$ cat src/rtl/uart_tx_arbiter.sv
// Four-requester round-robin arbiter feeding an 8N1 UART transmitter.
// Optional message locking is enabled by defining UART_ARB_LOCK_EN.
module uart_tx_arbiter #(
  parameter int CLK_HZ = 50_000_000,
  parameter int BAUD   = 9600
) (
  input  logic        clk,
  input  logic        rst,
  input  logic [3:0]  req_valid,
  input  logic [31:0] req_data,
  input  logic [3:0]  req_last,
  output logic [3:0]  req_ready,
  output logic [1:0]  grant,
  output logic        busy,
  output logic        tx
);
  localparam int BIT_CYCLES = CLK_HZ / BAUD;
  localparam int CNT_W      = (BIT_CYCLES > 1) ? $clog2(BIT_CYCLES) : 1;

  typedef enum logic [1:0] {IDLE, START, DATA, STOP} state_t;

  state_t           state, state_next;
  logic [CNT_W-1:0] bit_cnt;
  logic [2:0]       bit_idx;
  logic [7:0]       tx_byte;
  logic [1:0]       last_winner;
  logic [1:0]       winner;
  logic [1:0]       cand;
  logic [3:0]       eligible;
  logic             found;
  logic             accept;
  logic             bit_done;

`ifdef UART_ARB_LOCK_EN
  logic locked;
  // While locked, only the owner of the unfinished message may be served.
  assign eligible = locked ? (req_valid & (4'b0001 << last_winner)) : req_valid;
`else
  logic unused_last;
  assign unused_last = ^req_last;
  assign eligible    = req_valid;
`endif

  assign bit_done = (bit_cnt == CNT_W'(BIT_CYCLES - 1));

  // Search starts one past the last winner and wraps back onto it last.
  always_comb begin
    winner = 2'd0;
    found  = 1'b0;
    cand   = 2'd0;
    for (int k = 1; k <= 4; k++) begin
      cand = last_winner + 2'(k);
      if (!found && eligible[cand]) begin
        winner = cand;
        found  = 1'b1;
      end
    end
  end

  assign accept    = (state == IDLE) && found && !rst;
  assign req_ready = accept ? (4'b0001 << winner) : 4'b0000;
  assign busy      = (state != IDLE);

  always_ff @(posedge clk) begin
    if (rst) state <= IDLE;
    else     state <= state_next;
  end

  always_comb begin
    state_next = state;
    tx         = 1'b1;
    case (state)
      IDLE:  if (accept) state_next = START;
      START: begin
        tx = 1'b0;
        if (bit_done) state_next = DATA;
      end
      DATA: begin
        tx = tx_byte[bit_idx];
        if (bit_done && (bit_idx == 3'd7)) state_next = STOP;
      end
      STOP:  if (bit_done) state_next = IDLE;
      default: state_next = IDLE;
    endcase
  end

  always_ff @(posedge clk) begin
    if (rst) begin
      bit_cnt     <= '0;
      bit_idx     <= 3'd0;
      tx_byte     <= 8'd0;
      grant       <= 2'd0;
      last_winner <= 2'd3;
`ifdef UART_ARB_LOCK_EN
      locked      <= 1'b0;
`endif
    end else begin
      if (state == IDLE || bit_done) bit_cnt <= '0;
      else                           bit_cnt <= bit_cnt + 1'b1;

      if (state == DATA && bit_done) bit_idx <= bit_idx + 3'd1;
      else if (state == IDLE)        bit_idx <= 3'd0;

      if (accept) begin
        tx_byte     <= req_data[{winner, 3'b000} +: 8];
        grant       <= winner;
        last_winner <= winner;
`ifdef UART_ARB_LOCK_EN
        locked      <= !req_last[winner];
`endif
      end
    end
  end
endmodule

$ cat config.mk
export PLATFORM = sky130hd
export DESIGN_NAME = uart_tx_arbiter
export DESIGN_NICKNAME = d
export VERILOG_FILES = /design/src/rtl/uart_tx_arbiter.sv
export SDC_FILE = /design/constraint.sdc
export NUM_CORES = 1
export LEC_CHECK = 0
export BUFFER_PORTS_ARGS = -buffer_cell sky130_fd_sc_hd__buf_2
export CELL_PAD_IN_SITES_DETAIL_PLACEMENT = 1
export CELL_PAD_IN_SITES_GLOBAL_PLACEMENT = 1
export CORE_UTILIZATION = 25
export DETAILED_ROUTE_END_ITERATION = 8
export GPL_ROUTABILITY_DRIVEN = 0
export HOLD_SLACK_MARGIN = 0.15
export PLACE_DENSITY_LB_ADDON = 0.1
export SYNTH_ARGS = -nofsm -noshare
export SYNTH_HDL_FRONTEND = slang
export SYNTH_SLANG_ARGS = --single-unit
$ cat constraint.sdc
create_clock -name clk -period 2.5 [get_ports clk]
set_input_delay 0.25 -clock clk [delete_from_list [all_inputs] [get_ports clk]]
set_output_delay 0.25 -clock clk [all_outputs]
set_load 0.005 [all_outputs]
Word level (Yosys, flattened, before mapping)
Index checks and enable logic that the tools add are counted.

Mux-type cells: 27. Shift-type cells: 2. $lt $le $gt $ge: 5. Reduce and logical (&&, ||, !) cells: 17. Equal/unequal tests: 9. Add/subtract/negate cells: 5.

Operators by type and width (number): $shiftx A32 B6 Y8 (1); $mux W2 (8); $add A13 B1 Y13 const B (1); $eq A13 B13 Y1 const B (1); $lt A2 B3 Y1 const B (4); $mux W1 (9); $bmux W1 S2 (4); $ne A2 B2 Y1 const B (4); $pmux W2 S4 (1); $logic_and A1 B1 Y1 (7); $mux W3 (2); $add A2 B2 Y2 const B (2); $eq A2 B2 Y1 const B (2); $logic_not A1 Y1 (4); $lt A3 B4 Y1 const B (1); $mux W4 (1); $reduce_and A4 Y1 (1); $reduce_bool A2 Y1 (2); $shl A1 B2 Y4 const A (1); $add A3 B1 Y3 const B (1); $bmux W1 S3 (1); $eq A3 B3 Y1 const B (1); $add A2 B1 Y2 const B (1); $eq A2 B1 Y1 const B (1); 4 further kinds (4).

Register bits: 30. Bits of input ports: 42. Word-level logic and storage cells: 71. Output and inout port bits: 8.

Longest topological paths before layout
Depth after elaboration: 17. Gate-level depth with buffers: 8.

Least setup slack after synthesis
Ideal clock, no wire load.

Path type: reg2out. From: register state[0]. To: output req_ready[3]. Data required time: 2250 ps. Cell stages (with the launch flop): 8. Arrival time: 1639 ps. Path buffers: 1. Slack: 611 ps. Path through: dfxtp_1 inv_1 ha_1 nand2b_1 a311o_1 or2_2 clkbuf_1 nor2b_1.

Longest elaborated chain between the ends: 4.

Ends and longest elaborated chain: start: declaration (line 22) `state_t state, state_next;`; start signal: assignment (line 66) `else state <= state_next;`; $logic_not A2 Y1 (line 60) `assign accept = (state == IDLE) && found && !rst;`; $logic_and A1 B1 Y1 (2 in series) (line 60); $mux W4 (line 61) `assign req_ready = accept ? (4'b0001 << winner) : 4'b0000;`; end: declaration (line 12) `output logic [3:0] req_ready,`.

Every way passes these cells.

Worst setup path after layout
Ends and elaborated chain as after synthesis.

==> impl_metrics.ini <==
[clock_network]
cts_tree = yes
cts.sinks = 30
insertion_delay_of_the_later_clocked_pin_in_the_worst_skew_pair_ns = 0.29
cts-htree-levels = 2
clock_transition_at_path_regs_ns = 0.07
postCtsSetupRepairBufs = 0
tritoncts.num_buffers = 5
root_buffer = clkbuf_8
clockBufferDepth = 2
cts-resized-gates = 0
cts_hold_buffers = 0

[timing]
final-hold-violation-count = 0
maxClockFrequency_mhz = 441
slew_viol_final = 0
fin_tns_setup_ns = 0
final_setup_fails = 0
finalCritPeriodShare_pct = 90.8
hold-worst-slack_ns = 0.270
layout_min_cycle_time_ns = 2.27
rsz0062_at_grt = false
maxSlewHeadroom_pct = 60.5
tightest_slew_ns = 0.587
finClkSkew_ns = 0.00999
postLayoutSetupSlackWorst_ns = 0.230

[critical_path]
timing.critical_path.slowest_cell_delay_ns = 0.43
timing.critical_path.cells = inv_1, ha_1, nand2b_1, a311o_1, or2_4, nor2b_1, buf_2
cp-end-kind = primary output
worst-endpoint-required_ns = 2.25
critical_path.max_fanout = 8
timing_worst_setup_path_type = reg2out
regToRegSetupSlack_ns = 0.52
cp_data_arrival_time_ns = 2.02
worst_setup_path_start_kind = flip-flop
timing.critical_path.slowest_stage_cell = a311o_1

[finish]
finish.net_count = 285
insertedDiodeCount = 0
fin_util_pct = 32.7
drive_above_1_share_pct = 28.7
syn2layout_area_growth_pct = 22.8

[power]
design_power_total_mw = 1.84
power.ir.vdd_worst_mv = 0.213
static-leakage-power_nw = 0.940
power_density_mw_per_mm2 = 867

[die]
boundaryPins = 50
die_area_mm2 = 0.00724
core_region_area_mm2 = 0.00649
fp-row-count = 29
start_util_pct = 26.6
die_w_um = 85.1
dieHeight_um = 85.1

[detailed_routing]
routed_wl_mm = 4.13
via_per_inst = 4.82
wl_per_cell_um = 13.2
antenna_left = 0
drt_first_pass_iters = 4
routed-via-count = 1515
drc = 0
dr.first_iter.drc_count = 34

[synth]
synthArstFlopShare_pct = 0
synth_fp_nets = 237
synth.distinct_cells = 48
syn-mean-instance-area_um2 = 9.18
synth.yosys.warnings = 0
synth.cell_area_mm2 = 0.00173
synth.yosys.seq_area_share_pct = 34.8
synth.ff_latch_count = 30
synth_flop_cell = dfxtp_1
synth_edf_count = 0
synth_cells = 188

[grt]
globalRouteOverflowTotal = 0
grt_first_pass_wirelength_mm = 7.18
vias_in_the_first_global_route = 1553
grt_util_all_layers_pct = 12.4
antenna_violations_before_repair = 0
grt_max_degree = 17

[place]
placement.io_buffers = 45
dp_worst_setup_slack_ns = 0.422
hpwl_mm = 3.14

[run]
max_cap_viol_count = 0

[status]
outcome = completed

[min_path]
worstHoldPathType = in2reg
## critical path, delay by kind of cell (launching register included)
family / cells / cell delay, ns
AOI/OAI and AO/OA: 1 / 0.43
buffers and inverters: 2 / 0.21
DFF: 1 / 0.33
adders and majority gates: 1 / 0.25
and+or+nand+nor: 3 / 0.52
## per-stage QoR
step / cells / instance area, um^2
global placement: 306 / 2030
global route: 314 / 2120
floorplan: 188 / 1730
finish: 314 / 2120
detailed placement: 306 / 2030
CTS: 314 / 2120
## final timing paths
check,to,startpoint,cells after the start
worst max-delay path,req_ready[3],state[0]$_SDFFE_PP0P_,7
worst max register to register,bit_idx[0]$_SDFFE_PP0P_,bit_cnt[0]$_SDFF_PP0_,6
worst min register to register,bit_cnt[0]$_SDFF_PP0_,bit_cnt[0]$_SDFF_PP0_,1
worst min-delay path,tx_byte[1]$_SDFFE_PP0P_,req_data[9],3
## per-layer routing
| layer | routed length (um) | global-route usage, % | up-vias |
|---|---|---|---|
| met4 | 65 | 5.55 | 0 |
| met2 | 1790 | 18.7 | 35 |
| li1 | - | - | 768 |
| met5 | 0 | 0 | - |
| met1 | 2100 | 16.8 | 706 |
| met3 | 179 | 2.92 | 6 |
## registers in the layout (all words and copies together) (netlist names)
name,flops
grant,2
last_winner,2
bit_idx,3
state,2
tx_byte,8
bit_cnt,13
## synth_stat cells (2+ instances only)
master,n,area [um^2]
mux4_2,2,45.0
buf_4,3,22.5
dfxtp_1,30,601
nand2_1,17,63.8
ha_1,7,87.6
o221ai_1,5,43.8
nand2b_1,3,18.8
o211ai_1,4,30.0
a21oi_1,2,10.0
mux2i_1,20,200
nor2b_1,2,12.5
and3_1,3,18.8
xnor2_1,3,26.3
xor2_1,8,70.1
nand3_1,7,35.0
inv_1,6,22.5
nor3_1,4,20.0
nor3b_1,6,45.0
nor2_1,23,86.3
buf_2,3,15.0
o21ai_0,3,15.0
## cell type report
class | instances | area (um^2)
flip-flops and latches | 30 | 601
well taps | 77 | 96.3
repair buffers | 49 | 255
clock inverters | 1 | 5.00
fillers | 785 | 4370
clock buffers | 7 | 86.3
inverters | 6 | 22.5
multi-input cells | 144 | 1050
## cell families (layout without fill, tap and decap cells)
family	count (synthesis)	count (layout)	share of synthesized area [%]
XOR/XNOR	11	11	5.58
AO/OA/AOI/OAI	25	25	11.2
buffers and inverters	14	63	4.27
adder cells (fa/ha/maj)	7	7	5.07
AND/OR/NAND/NOR	78	78	24.0
multiplexers	23	23	15.1
flip-flops	30	30	34.8
## where the power goes
part           total, mW  internal [mW]  switching, mW
combinational      0.759          0.351          0.408
clock              0.405          0.222          0.183
sequential         0.675          0.596         0.0796
total               1.84           1.17          0.670
## cell usage in the layout (no fill, tap or decap), drive strengths merged, types with 5 or more instances in the layout
cell type and count:
buf 49, dfxtp 30, nor2 24, mux2i 20, nand2 18, xor2 8, nand3 7, ha 7
clkbuf 7, inv 6, nor3b 6, o221ai 6, nor3 5
(Power assumes the default switching activity.)
